File: config.mk
export PLATFORM = sky130hd
export DESIGN_NAME = kulisch_to_float
export DESIGN_NICKNAME = d
export VERILOG_FILES = /design/src/rtl/kulisch_to_float.sv
export SDC_FILE = /design/constraint.sdc
export NUM_CORES = 1
export LEC_CHECK = 0
export BUFFER_PORTS_ARGS = -buffer_cell sky130_fd_sc_hd__buf_2
export CORE_MARGIN = 2
export CORE_UTILIZATION = 45
export DETAILED_ROUTE_END_ITERATION = 8
export PLACE_DENSITY_LB_ADDON = 0.05
export SYNTH_ARGS = -nofsm -noshare
export SYNTH_HDL_FRONTEND = slang
export SYNTH_SLANG_ARGS = --single-unit
export TNS_END_PERCENT = 100
File: constraint.sdc
create_clock -name clock -period 4.4 [get_ports clock]
set_input_delay 0.66 -clock clock [delete_from_list [all_inputs] [get_ports clock]]
set_output_delay 0.66 -clock clock [all_outputs]
set_load 0.02 [all_outputs]
File: src/rtl/kulisch_to_float.sv
// Converts a finished two's-complement Kulisch accumulator word into a packed
// {sign, biased exponent, mantissa} float: absolute value, 1-bit/cycle normalize, RNE.
module kulisch_to_float #(
    parameter int ACC_NON_FRAC = 8,
    parameter int ACC_FRAC     = 8,
    parameter int EXP          = 8,
    parameter int FRAC         = 7
) (
    input  logic                               clock,
    input  logic                               reset,
    input  logic                               inValid,
    output logic                               inReady,
    input  logic [ACC_NON_FRAC+ACC_FRAC-1:0]   accIn,
    input  logic                               accInInf,
    output logic                               outValid,
    input  logic                               outReady,
    output logic [EXP+FRAC:0]                  floatOut
);

    localparam int W    = ACC_NON_FRAC + ACC_FRAC;
    localparam int EW   = $clog2(W) + EXP + 2;
    localparam int GPOS = W - 2 - FRAC;

    localparam logic signed [EW-1:0] E_INIT   = EW'(W - 1 - ACC_FRAC);
    localparam logic signed [EW-1:0] BIAS     = EW'((1 << (EXP - 1)) - 1);
    localparam logic signed [EW-1:0] EXP_MAX  = EW'((1 << EXP) - 1);
    localparam logic signed [EW-1:0] E_ONE    = EW'(1);
    localparam logic signed [EW-1:0] E_ZERO   = EW'(0);
    localparam logic [W-1:0]         STICKY_M = (W'(1) << GPOS) - W'(1);

    typedef enum logic [1:0] {
        IDLE,
        NORM,
        ROUND,
        DONE
    } state_t;

    state_t                 r_state;
    logic                   r_sign;
    logic                   r_inf;
    logic [W-1:0]           r_mag;
    logic signed [EW-1:0]   r_exp;
    logic [EXP+FRAC:0]      r_float;

    state_t                 w_state_nxt;
    logic                   w_sign_nxt;
    logic                   w_inf_nxt;
    logic [W-1:0]           w_mag_nxt;
    logic signed [EW-1:0]   w_exp_nxt;
    logic [EXP+FRAC:0]      w_float_nxt;

    logic [W-1:0]           w_abs;
    logic [FRAC-1:0]        w_mant;
    logic                   w_guard;
    logic                   w_sticky;
    logic                   w_round_up;
    logic [FRAC:0]          w_mant_inc;
    logic [FRAC-1:0]        w_mant_rnd;
    logic signed [EW-1:0]   w_exp_rnd;
    logic signed [EW-1:0]   w_biased;
    logic [EXP+FRAC:0]      w_inf_word;
    logic [EXP+FRAC:0]      w_round_word;

    // The most negative input wraps back to itself, which read unsigned is 2^(W-1).
    assign w_abs = accIn[W-1] ? (~accIn + W'(1)) : accIn;

    assign w_mant     = r_mag[W-2 -: FRAC];
    assign w_guard    = r_mag[GPOS];
    assign w_sticky   = |(r_mag & STICKY_M);
    assign w_round_up = w_guard & (w_sticky | w_mant[0]);
    assign w_mant_inc = {1'b0, w_mant} + (FRAC+1)'(w_round_up);
    assign w_mant_rnd = w_mant_inc[FRAC-1:0];
    assign w_exp_rnd  = w_mant_inc[FRAC] ? (r_exp + E_ONE) : r_exp;
    assign w_biased   = w_exp_rnd + BIAS;

    assign w_inf_word = {r_sign, {EXP{1'b1}}, {FRAC{1'b0}}};

    always_comb begin
        if (w_biased >= EXP_MAX) begin
            w_round_word = w_inf_word;
        end else if (w_biased <= E_ZERO) begin
            w_round_word = {r_sign, {(EXP+FRAC){1'b0}}};
        end else begin
            w_round_word = {r_sign, w_biased[EXP-1:0], w_mant_rnd};
        end
    end

    // NOTE: every output of this block gets a default before the case so that
    // no path leaves one unassigned and infers a latch.
    always_comb begin
        w_state_nxt = r_state;
        w_sign_nxt  = r_sign;
        w_inf_nxt   = r_inf;
        w_mag_nxt   = r_mag;
        w_exp_nxt   = r_exp;
        w_float_nxt = r_float;
        unique case (r_state)
            IDLE: begin
                if (inValid && inReady) begin
                    w_sign_nxt  = accIn[W-1];
                    w_mag_nxt   = w_abs;
                    w_exp_nxt   = E_INIT;
                    w_inf_nxt   = accInInf;
                    w_state_nxt = NORM;
                end
            end
            NORM: begin
                if (r_inf) begin
                    w_float_nxt = w_inf_word;
                    w_state_nxt = DONE;
                end else if (r_mag == '0) begin
                    w_float_nxt = '0;
                    w_state_nxt = DONE;
                end else if (r_mag[W-1]) begin
                    w_state_nxt = ROUND;
                end else begin
                    w_mag_nxt = r_mag << 1;
                    w_exp_nxt = r_exp - E_ONE;
                end
            end
            ROUND: begin
                w_float_nxt = w_round_word;
                w_state_nxt = DONE;
            end
            DONE: begin
                if (outReady) begin
                    w_state_nxt = IDLE;
                end
            end
            default: w_state_nxt = IDLE;
        endcase
    end

    // NOTE: state is updated with non-blocking assignments so every register
    // samples the pre-edge values regardless of statement order.
    always_ff @(posedge clock or negedge reset) begin
        if (!reset) begin
            r_state <= IDLE;
            r_sign  <= 1'b0;
            r_inf   <= 1'b0;
            r_mag   <= '0;
            r_exp   <= '0;
            r_float <= '0;
        end else begin
            r_state <= w_state_nxt;
            r_sign  <= w_sign_nxt;
            r_inf   <= w_inf_nxt;
            r_mag   <= w_mag_nxt;
            r_exp   <= w_exp_nxt;
            r_float <= w_float_nxt;
        end
    end

    assign inReady  = (r_state == IDLE) & reset;
    assign outValid = (r_state == DONE);
    assign floatOut = r_float;

endmodule

Word level (Yosys, flattened, before mapping). Index checks and enable logic that the tools add are counted.

$add $sub $neg: 5. $lt $le $gt $ge: 2. Equal/unequal tests: 10. Multiplexer cells: 23. Bitwise operators: 4. Reductions and logical operators: 11.

Operators with widths (number): 16-bit two-way mux (7); 14-bit two-way mux (5); 16-bit case mux with 2 select lines (2); 15-bit two-way mux (2); 14-bit case mux with 2 select lines (1); 16-bit by 1-bit adder with 16-bit output, second input constant (1); 16-bit zero test (1); 16-bit inverter (1); 14-bit by 2-bit adder with 14-bit output, second input constant (1); 14-bit by 8-bit adder with 14-bit output, second input constant (1); 14-bit by 9-bit >= comparator with 1-bit output, second input constant (1); 14-bit by 1-bit <= comparator with 1-bit output, second input constant (1); 14-bit by 2-bit subtractor with 14-bit output, second input constant (1); 2-bit two-way mux (5); 7-bit by 1-bit adder with 8-bit output (1); 2-bit != test, second input constant (4); 2-bit case mux with 4 select lines (1); 7-bit OR reduction (1); 5-bit AND reduction (1); 2-bit == test, second input constant (2); 4-bit != test, second input constant (1); 2-bit AND reduction (2); 4-bit AND reduction (1); 2-bit nonzero test (2); other kinds (8) (9).

Flip-flop bits (word level): 50. Input port bits: 21. Output and inout port bits: 18. Logic and storage cells: 62.

Logic depth before layout (Yosys ltp). Gate-level depths: netlist of run 1.

Depth after elaboration: 10. Depth in mapped cells: 14. Mapped depth without buffers: 13.

Worst setup path after synthesis of run 1. Ideal clock, no wire load.

Path kind: register -> register. From: register r_exp[0]. To: register r_float[8] (netlist: floatOut[8]). Setup time: 0.154 ns. Data arrival time: 3.546 ns. Required time: 4.246 ns. Slack: 0.700 ns. Stages on the path, launching flop included: 14. Buffers on the path: 1. Clock period less this slack: 3.700 ns. Cell sequence: dfrtp_1 -> clkbuf_1 -> inv_1 -> ha_1 -> a21oi_1 -> ha_1 -> or4b_1 -> a31oi_1 -> a41oi_2 -> o311ai_0 -> mux2i_1 -> a2111o_1 -> o31ai_2 -> o2111ai_1.

Word-level cells in the longest chain between the ends: 7. Elaborated cells on any way between the ends: 8. Classes of those cells: 2 x add/sub; 2 x order compare; 4 x mux.

RTL lines: from (decl) (line 42) `logic signed [EW-1:0] r_exp;`; from (signal assigned) (line 149) `r_exp <= w_exp_nxt;`; 14-bit by 2-bit adder with 14-bit output (line 73) `assign w_exp_rnd = w_mant_inc[FRAC] ? (r_exp + E_ONE) : r_exp;`; 14-bit two-way mux (*) (line 73); 14-bit by 8-bit adder with 14-bit output (*) (line 74) `assign w_biased = w_exp_rnd + BIAS;`; 14-bit by 1-bit <= comparator with 1-bit output (line 81) `end else if (w_biased <= E_ZERO) begin`; 15-bit two-way mux (line 81); 15-bit two-way mux (*) (line 79) `if (w_biased >= EXP_MAX) begin`; 16-bit case mux with 2 select lines (*) (line 97) `unique case (r_state)`; to (signal assigned) (line 150) `r_float <= w_float_nxt;`; to (decl) (line 43) `logic [EXP+FRAC:0] r_float;`.

Every way passes the cells marked *; elsewhere a longest branch is shown, timed or not. A chain may end at the register's enable or synchronous reset.

Worst setup path in the final report of run 1.
From: register r_mag[8]. To: register r_float[3] (netlist: floatOut[3]).

Word-level cells in the longest chain between the ends: 9. Elaborated cells on any way between the ends: 13. Classes of those cells: 2 x add/sub; 2 x order compare; 1 x eq/ne; 4 x mux; 2 x bitwise; 2 x reduce/logical.

RTL lines: from (decl) (line 41) `logic [W-1:0] r_mag;`; from (signal assigned) (line 148) `r_mag <= w_mag_nxt;`; 1-bit OR (line 70) `assign w_round_up = w_guard & (w_sticky | w_mant[0]);`; 1-bit bitwise AND (line 70); 7-bit by 1-bit adder with 8-bit output (line 71) `assign w_mant_inc = {1'b0, w_mant} + (FRAC+1)'(w_round_up);`; 14-bit two-way mux (line 73); 14-bit by 8-bit adder with 14-bit output (line 74); 14-bit by 1-bit <= comparator with 1-bit output (line 81); 15-bit two-way mux (line 81); 15-bit two-way mux (line 79); 16-bit case mux with 2 select lines (line 97).

Parallel ways exist; a longest one is shown, timed or not.

==> results by group, run 1 <==
Die
  • Die width: between 90 and 100 um
  • Area of the core: 8220 um2
  • IO Pins: 39
  • Die Span Y: 95.9 um
  • Initial Util: a little under half
  • Num rows: 33
  • Die area: 9200 um2

Cells and area
  • Synth-to-layout area growth: 9.02%
  • Post-route insts no fill: 569
  • Inserted Diodes: 0
  • Multi-input gate area: around 2400 um2
  • Fin util: approximately half
  • Final nets: 495
  • Fraction of layout cells with a size suffix above 1: between 10% and 20%
  • Layout filler cell count: roughly 820
  • Register Area: between 1000 and 1500 um2

Timing
  • Final Skew: 14.6 ps
  • Endpoints failing hold: 0
  • Setup_tns: 0 ps
  • Final Setup Violations: 0
  • Final Max Slew Viols: 0
  • Tightest Pin Transition: approximately 700 ps
  • RSZ-0062 raised after global routing: no
  • Fmax: about 250 MHz
  • Hold slack: 484 ps
  • Crit path time final: ~4000 ps
  • Period utilisation layout: 90.8%
  • Slew headroom: 52.2%

Setup path
  • CP endpoint kind: register
  • Critical setup path kind: reg2reg
  • Cell Chain, Critical Path: nand4_2, nor2_2, nor2_1, a21oi_1, ha_1, or4b_1, a31oi_1, a41oi_2, o31ai_1, a221oi_1, a2111o_1, or3_1, o21ai_1
  • Worst reg-to-reg setup slack: 400 ps
  • Reg2Reg Depth: 13
  • Worst Path Arrival: 4240 ps
  • Max stage delay on crit path: ~530 ps
  • Startpoint Class: register
  • Reg-to-reg endpoint: floatOut[3]
  • WP data required: 4640 ps
  • CP max FO: 9
  • Crit path buf inv count: 0
  • CP top delay family: simple AND/OR/NAND/NOR gates
  • Reg2Reg Launch Point: r_mag[8]
  • Slowest cell on crit path: or3_1

Logic synthesis
  • Ys flop type: dfrtp_1
  • Post-synth EDFFs: 0
  • Syn. warnings: 0
  • Simple-gate share of the synthesized area: 27.3%
  • Post-Synth Adder-Cell Area: 3.62%
  • Syn Inst Count: 440
  • Mapped Nets: between 400 and 500
  • Async S/R FF share, synth: 100%
  • Mux share of post-synthesis cell area: ~1.4%
  • Compound-cell area share of the yosys netlist: 19.9%
  • Sequential share of the synthesized area: about 33%
  • Syn Std Cell Area: around 3800 um2
  • Yosys cell types: 63
  • Synth Area in XOR/XNOR: between 10 and 15%
  • Post-synthesis register bit count: 50
  • Synthesized area per cell: around 8.6 um2
  • Combinational family with the most area after synthesis: simple AND/OR/NAND/NOR gates

Hold path
  • Hold Crit Start: floatOut[15]
  • Hold Crit Endpoint: floatOut[15]
  • Hold Crit Depth: 2
  • Min-delay worst type: reg2reg

CTS
  • Clock root cell: clkbuf_8
  • Postcts setup bufs: 0
  • Skew-Pair Late Insertion Delay: a little over 300 ps
  • Resized cells post-CTS: 0
  • Clock slew seen by the registers of the worst setup and hold paths: roughly 100 ps
  • H-tree levels: 2
  • Clock buffer depth: 2
  • Num CTS Buffers: 5
  • Post-CTS Hold Buffers: 0
  • TritonCTS clock tree: built
  • Clock sink count: 50

Routing
  • DR WL/cell: between 15 and 20 um
  • Iteration-0 DRC Markers: ~150
  • Pre-antenna DRT Iters: 4
  • Routed wire length: 9.56 mm
  • Post-route ant nets: 0
  • DRC Markers: 0
  • DR vias/cell: 5.85
  • DR vias: ~3.3k

Placed design
  • Placed cell count: approximately 560
  • Placer Congestion: approximately 0.92
  • HPWL after DPL: 7.17 mm
  • Port Buf Inserts: 38

Power and ir drop
  • Leak: ~1.8 nW
  • Power Density: ~590 nW/um2
  • Overall Power: 2.46 mW
  • Worst vdd ir: ~0.00026 V

Status
  • Outcome: complete, no violations

Global routing
  • Largest net degree at the start of global routing: 52
  • Vias in the first global route: approximately 3.2k
  • All-Layer GR Usage: roughly 22%
  • Antenna violations before repair: 0
  • First-pass GRT wire length: about 16 mm
  • GR Overflow Total: 0

Job
  • Max_cap viols: 0
-- cell type report --
cell class	instances	area share [%]
clock buffers	5	1.66
multi-input cells	350	57.7
well taps	105	3.17
repair buffers	44	5.68
clock inverters	3	0.513
flip-flops and latches	50	30.2
inverters	12	1.09
-- flip-flops by register name, summed over array words and instances (netlist names) --
signal    cells
floatOut     16
r_exp        14
r_inf         1
r_mag        16
r_sign        1
r_state       2
-- where the power goes --
part	switching, mW	internal [mW]
logic	0.800	0.493
registers	0.238	0.648
clock network	0.165	0.112
-- synthesized netlist by cell type, types with 2 or more instances --
library cell	n	area share (%)
a32oi_1	2	0.46
nand3_1	22	2.9
nand4_1	6	0.99
o31ai_2	2	0.66
nor2_1	26	2.6
or2b_1	2	0.39
and4_1	6	1.4
or4_1	6	1.2
a22oi_1	16	3.2
a221oi_1	3	0.69
clkbuf_1	17	1.7
nand2b_1	10	1.6
nand2_1	44	4.3
o21ai_0	31	4.1
o21a_1	2	0.39
mux2i_1	2	0.53
o31ai_1	11	2.2
xor2_1	10	2.3
nor4_1	7	1.2
dfrtp_1	50	33
ha_1	11	3.6
or3_1	10	1.6
and3_1	5	0.82
nand3b_1	2	0.39
and2_1	7	1.2
or4_4	3	0.89
buf_2	8	1.1
o21ai_1	7	0.92
nor2b_1	2	0.33
o2111ai_1	3	0.69
nand4_4	2	1.1
nor4_2	3	0.99
buf_4	3	0.59
inv_1	12	1.2
xnor2_1	33	7.6
mux2_2	3	0.89
a21oi_1	12	1.6
or4b_1	2	0.53
nor3_1	7	0.92
a31oi_1	7	1.2
-- per-layer routing --
| metal | GRT usage, % | wire (um) | share of wire, % | vias up |
|---|---|---|---|---|
| met1 | 29.8 | 4500 | 47 | 1612 |
| met3 | 2.43 | 209 | 2.2 | 10 |
| met2 | 37.6 | 4700 | 49 | 50 |
| li1 | - | - | - | 1655 |
| met4 | 5.95 | 150 | 1.6 | 0 |
| met5 | 0 | 0 | 0 | - |
-- worst reg2reg max path: cells and delay by family, from the launching register on --
family                   cells  cell delay, ps
AND/OR/NAND/NOR              5            1580
AO/OA/AOI/OAI                7            1550
flip-flops                   1             480
adder cells (fa/ha/maj)      1             310
-- worst max-delay path by stage --
stage	cells past startpoint	from	to	slack, ps
finish	13	r_mag[8]	floatOut[3]	400
global route	13	r_mag[8]	floatOut[3]	40
CTS	13	r_mag[8]	floatOut[7]	210
detailed placement	13	r_mag[8]	floatOut[7]	210
global placement	13	r_mag[10]	floatOut[8]	390
floorplan	13	r_exp[0]	floatOut[8]	700
-- placed cells by master (no fill, tap or decap), drive strengths merged, types with 3 or more instances in the layout --
master,Yosys,routed
nor4,11,11
o2111ai,3,3
clkbuf,17,5
xnor2,33,33
ha,11,11
or4,9,9
nor2,26,26
a31oi,7,7
a22oi,16,16
xor2,11,11
or3,10,10
o21ai,38,38
and2,8,8
buf,11,44
and3,5,5
mux2,3,3
and4,6,6
dfrtp,50,50
nor3,8,8
a21oi,13,13
inv,12,12
nand3,22,22
nand2b,10,10
nand2,44,44
a221oi,3,3
nand4,9,9
o31ai,13,13
-- per-stage QoR --
stage          cell area [um2]  setup WS, ps
6_report                  4140           404
5_1_grt                   4140          41.1
4_1_cts                   4130           211
3_5_place_dp              4040           214
3_3_place_gp              4040           387
2_1_floorplan             3800           700
-- kinds of logic after synthesis --
group | Yosys count
and+or+nand+nor | 179
AOI/OAI and AO/OA | 111
buffers and inverters | 40
muxes | 5
xor gates and xnor gates | 44
DFF | 50
adders and majority gates | 11
(Power assumes the default switching activity.)
==> inputs of run 2 (changes only) <==
==> constraint.sdc (replaced) <==
create_clock -name clock -period 5.2 [get_ports clock]
set_input_delay 0.78 -clock clock [delete_from_list [all_inputs] [get_ports clock]]
set_output_delay 0.78 -clock clock [all_outputs]
set_load 0.02 [all_outputs]
==> run 2 against run 1 <==
Compared with the run above: utilization is 0.32 points lower; sequential share of layout area is 0.16 points higher; non-clock buffer count is 3 lower; final area is 0.63% lower; clock skew is 1.7 ps lower; maximum frequency is 6.5% lower; largest cell class unchanged; largest power group unchanged; sequential power is 16% lower; power is 15% lower; critical endpoint is now floatOut[8]; critical path type unchanged; first-iteration DRC count is 10% higher; routed wire length is 0.16% higher.
==> results by group, run 2 (synthesized netlist as in run 1, its figures left out) <==
Timing
  • Final Max Slew Viols: 0 (unchanged)
  • Hold slack: 481 ps (was 484 ps)
  • Period utilisation layout: 82.2% (was 90.8%)
  • Final Setup Violations: 0 (unchanged)
  • Fmax: 234 MHz (was 250 MHz)
  • Endpoints failing hold: 0 (unchanged)
  • Slew headroom: 37.8% (was 52.2%)
  • Crit path time final: 4280 ps (was 4000 ps)
  • Worst Slack Setup Final: 924 ps (was 404 ps)
  • Tightest Pin Transition: 929 ps (was 712 ps)
  • Final Skew: 12.8 ps (was 14.6 ps)
  • RSZ-0062 raised after global routing: no (unchanged)
  • Setup_tns: 0 ps (unchanged)

Global routing
  • GR Overflow Total: 0 (unchanged)
  • Antenna violations before repair: 0 (unchanged)
  • Largest net degree at the start of global routing: 52 (unchanged)
  • Vias in the first global route: 3272 (was 3213)
  • First-pass GRT wire length: 16.2 mm (was 15.8 mm)
  • All-Layer GR Usage: 22.4% (was 22.1%)

Setup path
  • Startpoint Class: register (unchanged)
  • Reg-to-reg endpoint: floatOut[8] (was floatOut[3])
  • Reg2Reg Depth: 13 (unchanged)
  • WP data required: 5350 ps (was 4640 ps)
  • Reg2Reg Launch Point: r_mag[8] (unchanged)
  • Worst Path Arrival: 4420 ps (was 4240 ps)
  • Worst reg-to-reg setup slack: 920 ps (was 400 ps)
  • CP max FO: 9 (unchanged)
  • Critical setup path kind: reg2reg (unchanged)
  • CP endpoint kind: register (unchanged)
  • Critical Path Source: r_mag[8] (unchanged)

Routing
  • Post-route ant nets: 0 (unchanged)
  • Iteration-0 DRC Markers: 170 (was 154)
  • Routed wire length: 9.57 mm (was 9.56 mm)
  • DR vias/cell: 5.90 (was 5.85)
  • DR vias: 3342 (was 3327)
  • Pre-antenna DRT Iters: 4 (unchanged)
  • DRC Markers: 0 (unchanged)
  • DR WL/cell: 16.9 um (was 16.8 um)

Cells and area
  • Highest-count cells in the layout ignoring fill and taps: dfrtp_1, nand2_1, buf_2 (unchanged)
  • Inserted Diodes: 0 (unchanged)
  • Fraction of layout cells with a size suffix above 1: 15.4% (was 16.4%)
  • Layout filler cell count: 789 (was 818)
  • Fin util: 50.1% (was 50.4%)
  • Register Area: 1250 um2 (about the same)
  • Post-route cell area: 4120 um2 (was 4140 um2)
  • Post-route insts no fill: 566 (was 569)
  • Commonest non-fill, non-tap cell in the layout: dfrtp_1 (unchanged)
  • Synth-to-layout area growth: 8.33% (was 9.02%)
  • Multi-input gate area: 2380 um2 (was 2390 um2)
  • Final nets: 492 (was 495)

Status
  • Outcome: complete, no violations (unchanged)

Hold path
  • Hold Crit Start: floatOut[15] (unchanged)
  • Hold Crit Depth: 2 (unchanged)
  • Min-delay worst type: reg2reg (unchanged)
  • Hold Crit Endpoint: floatOut[15] (unchanged)

Die
  • Die width: 95.9 um (unchanged)
  • IO Pins: 39 (unchanged)
  • Die area: 9200 um2 (unchanged)
  • Area of the core: 8220 um2 (unchanged)
  • Initial Util: 46.3% (unchanged)
  • Die Span Y: 95.9 um (unchanged)
  • Num rows: 33 (unchanged)

Placed design
  • Post-DP Area: 4020 um2 (was 4040 um2)
  • Placed cell count: 558 (was 561)
  • Port Buf Inserts: 38 (unchanged)
  • Pre-CTS setup slack: 1010 ps (was 214 ps)
  • HPWL after DPL: 7.14 mm (was 7.17 mm)
  • Placer Congestion: 0.928 (was 0.915)

CTS
  • Num CTS Buffers: 5 (unchanged)
  • Clock sink count: 50 (unchanged)
  • Post-CTS Hold Buffers: 0 (unchanged)
  • H-tree levels: 2 (unchanged)
  • Clock buffer depth: 2 (unchanged)
  • Clock root cell: clkbuf_8 (unchanged)
  • Postcts setup bufs: 0 (unchanged)
  • Clock slew seen by the registers of the worst setup and hold paths: 100 ps (about the same)
  • TritonCTS clock tree: built (unchanged)
  • Resized cells post-CTS: 0 (unchanged)
  • Skew-Pair Late Insertion Delay: 310 ps (about the same)

Job
  • Max_cap viols: 0 (unchanged)

Power and ir drop
  • Overall Power: 2.08 mW (was 2.46 mW)
  • Leak: 1.76 nW (was 1.78 nW)
  • Worst vdd ir: 0.000181 V (was 0.000256 V)
  • Power Density: 505 nW/um2 (was 593 nW/um2)
-- run 2: worst max-delay path, cell delays in order (launching register included) --
cell,delay [ps]
dfrtp_1,500
nand4_2,270
nor2_1,340
nor2_1,70
a21oi_1,180
ha_1,300
or4b_1,450
a31oi_1,180
a41oi_2,90
o311ai_0,350
mux2i_1,120
a2111o_1,470
o31ai_2,590
o2111ai_1,200
-- run 2: per-layer routing --
layer / wire, um / vias up / share of wire [%] / global-route usage (%)
met1: 4370 / 1603 / 46 / 29.7
met4: 228 / 0 / 2.4 / 7.38
met3: 402 / 14 / 4.2 / 3.13
li1: - / 1652 / - / -
met5: 0 / - / 0 / 0
met2: 4570 / 73 / 48 / 37.6
-- run 2: final cells by class --
cell class	instances	share of cell area, %
multi-input combinational	350	57.8
sequential	50	30.4
timing repair buffer	41	5.17
tap	105	3.19
clock buffer	6	2.01
inverter	12	1.09
clock inverter	2	0.395
-- run 2: where the power goes --
part / total, mW / internal (mW) / switching (mW)
combinational: 1.08 / 0.409 / 0.674
clock: 0.249 / 0.110 / 0.139
sequential: 0.746 / 0.548 / 0.198
total: 2.08 / 1.07 / 1.01
-- run 2: how the worst max path moves through the flow --
stage | cells past startpoint | slack [ps] | to
after floorplan | 13 | 1500 | floatOut[8]
after global placement | 13 | 1190 | floatOut[8]
after detailed placement | 13 | 1010 | floatOut[7]
after CTS | 13 | 1010 | floatOut[8]
after global routing | 13 | 630 | floatOut[7]
final | 13 | 920 | floatOut[8]
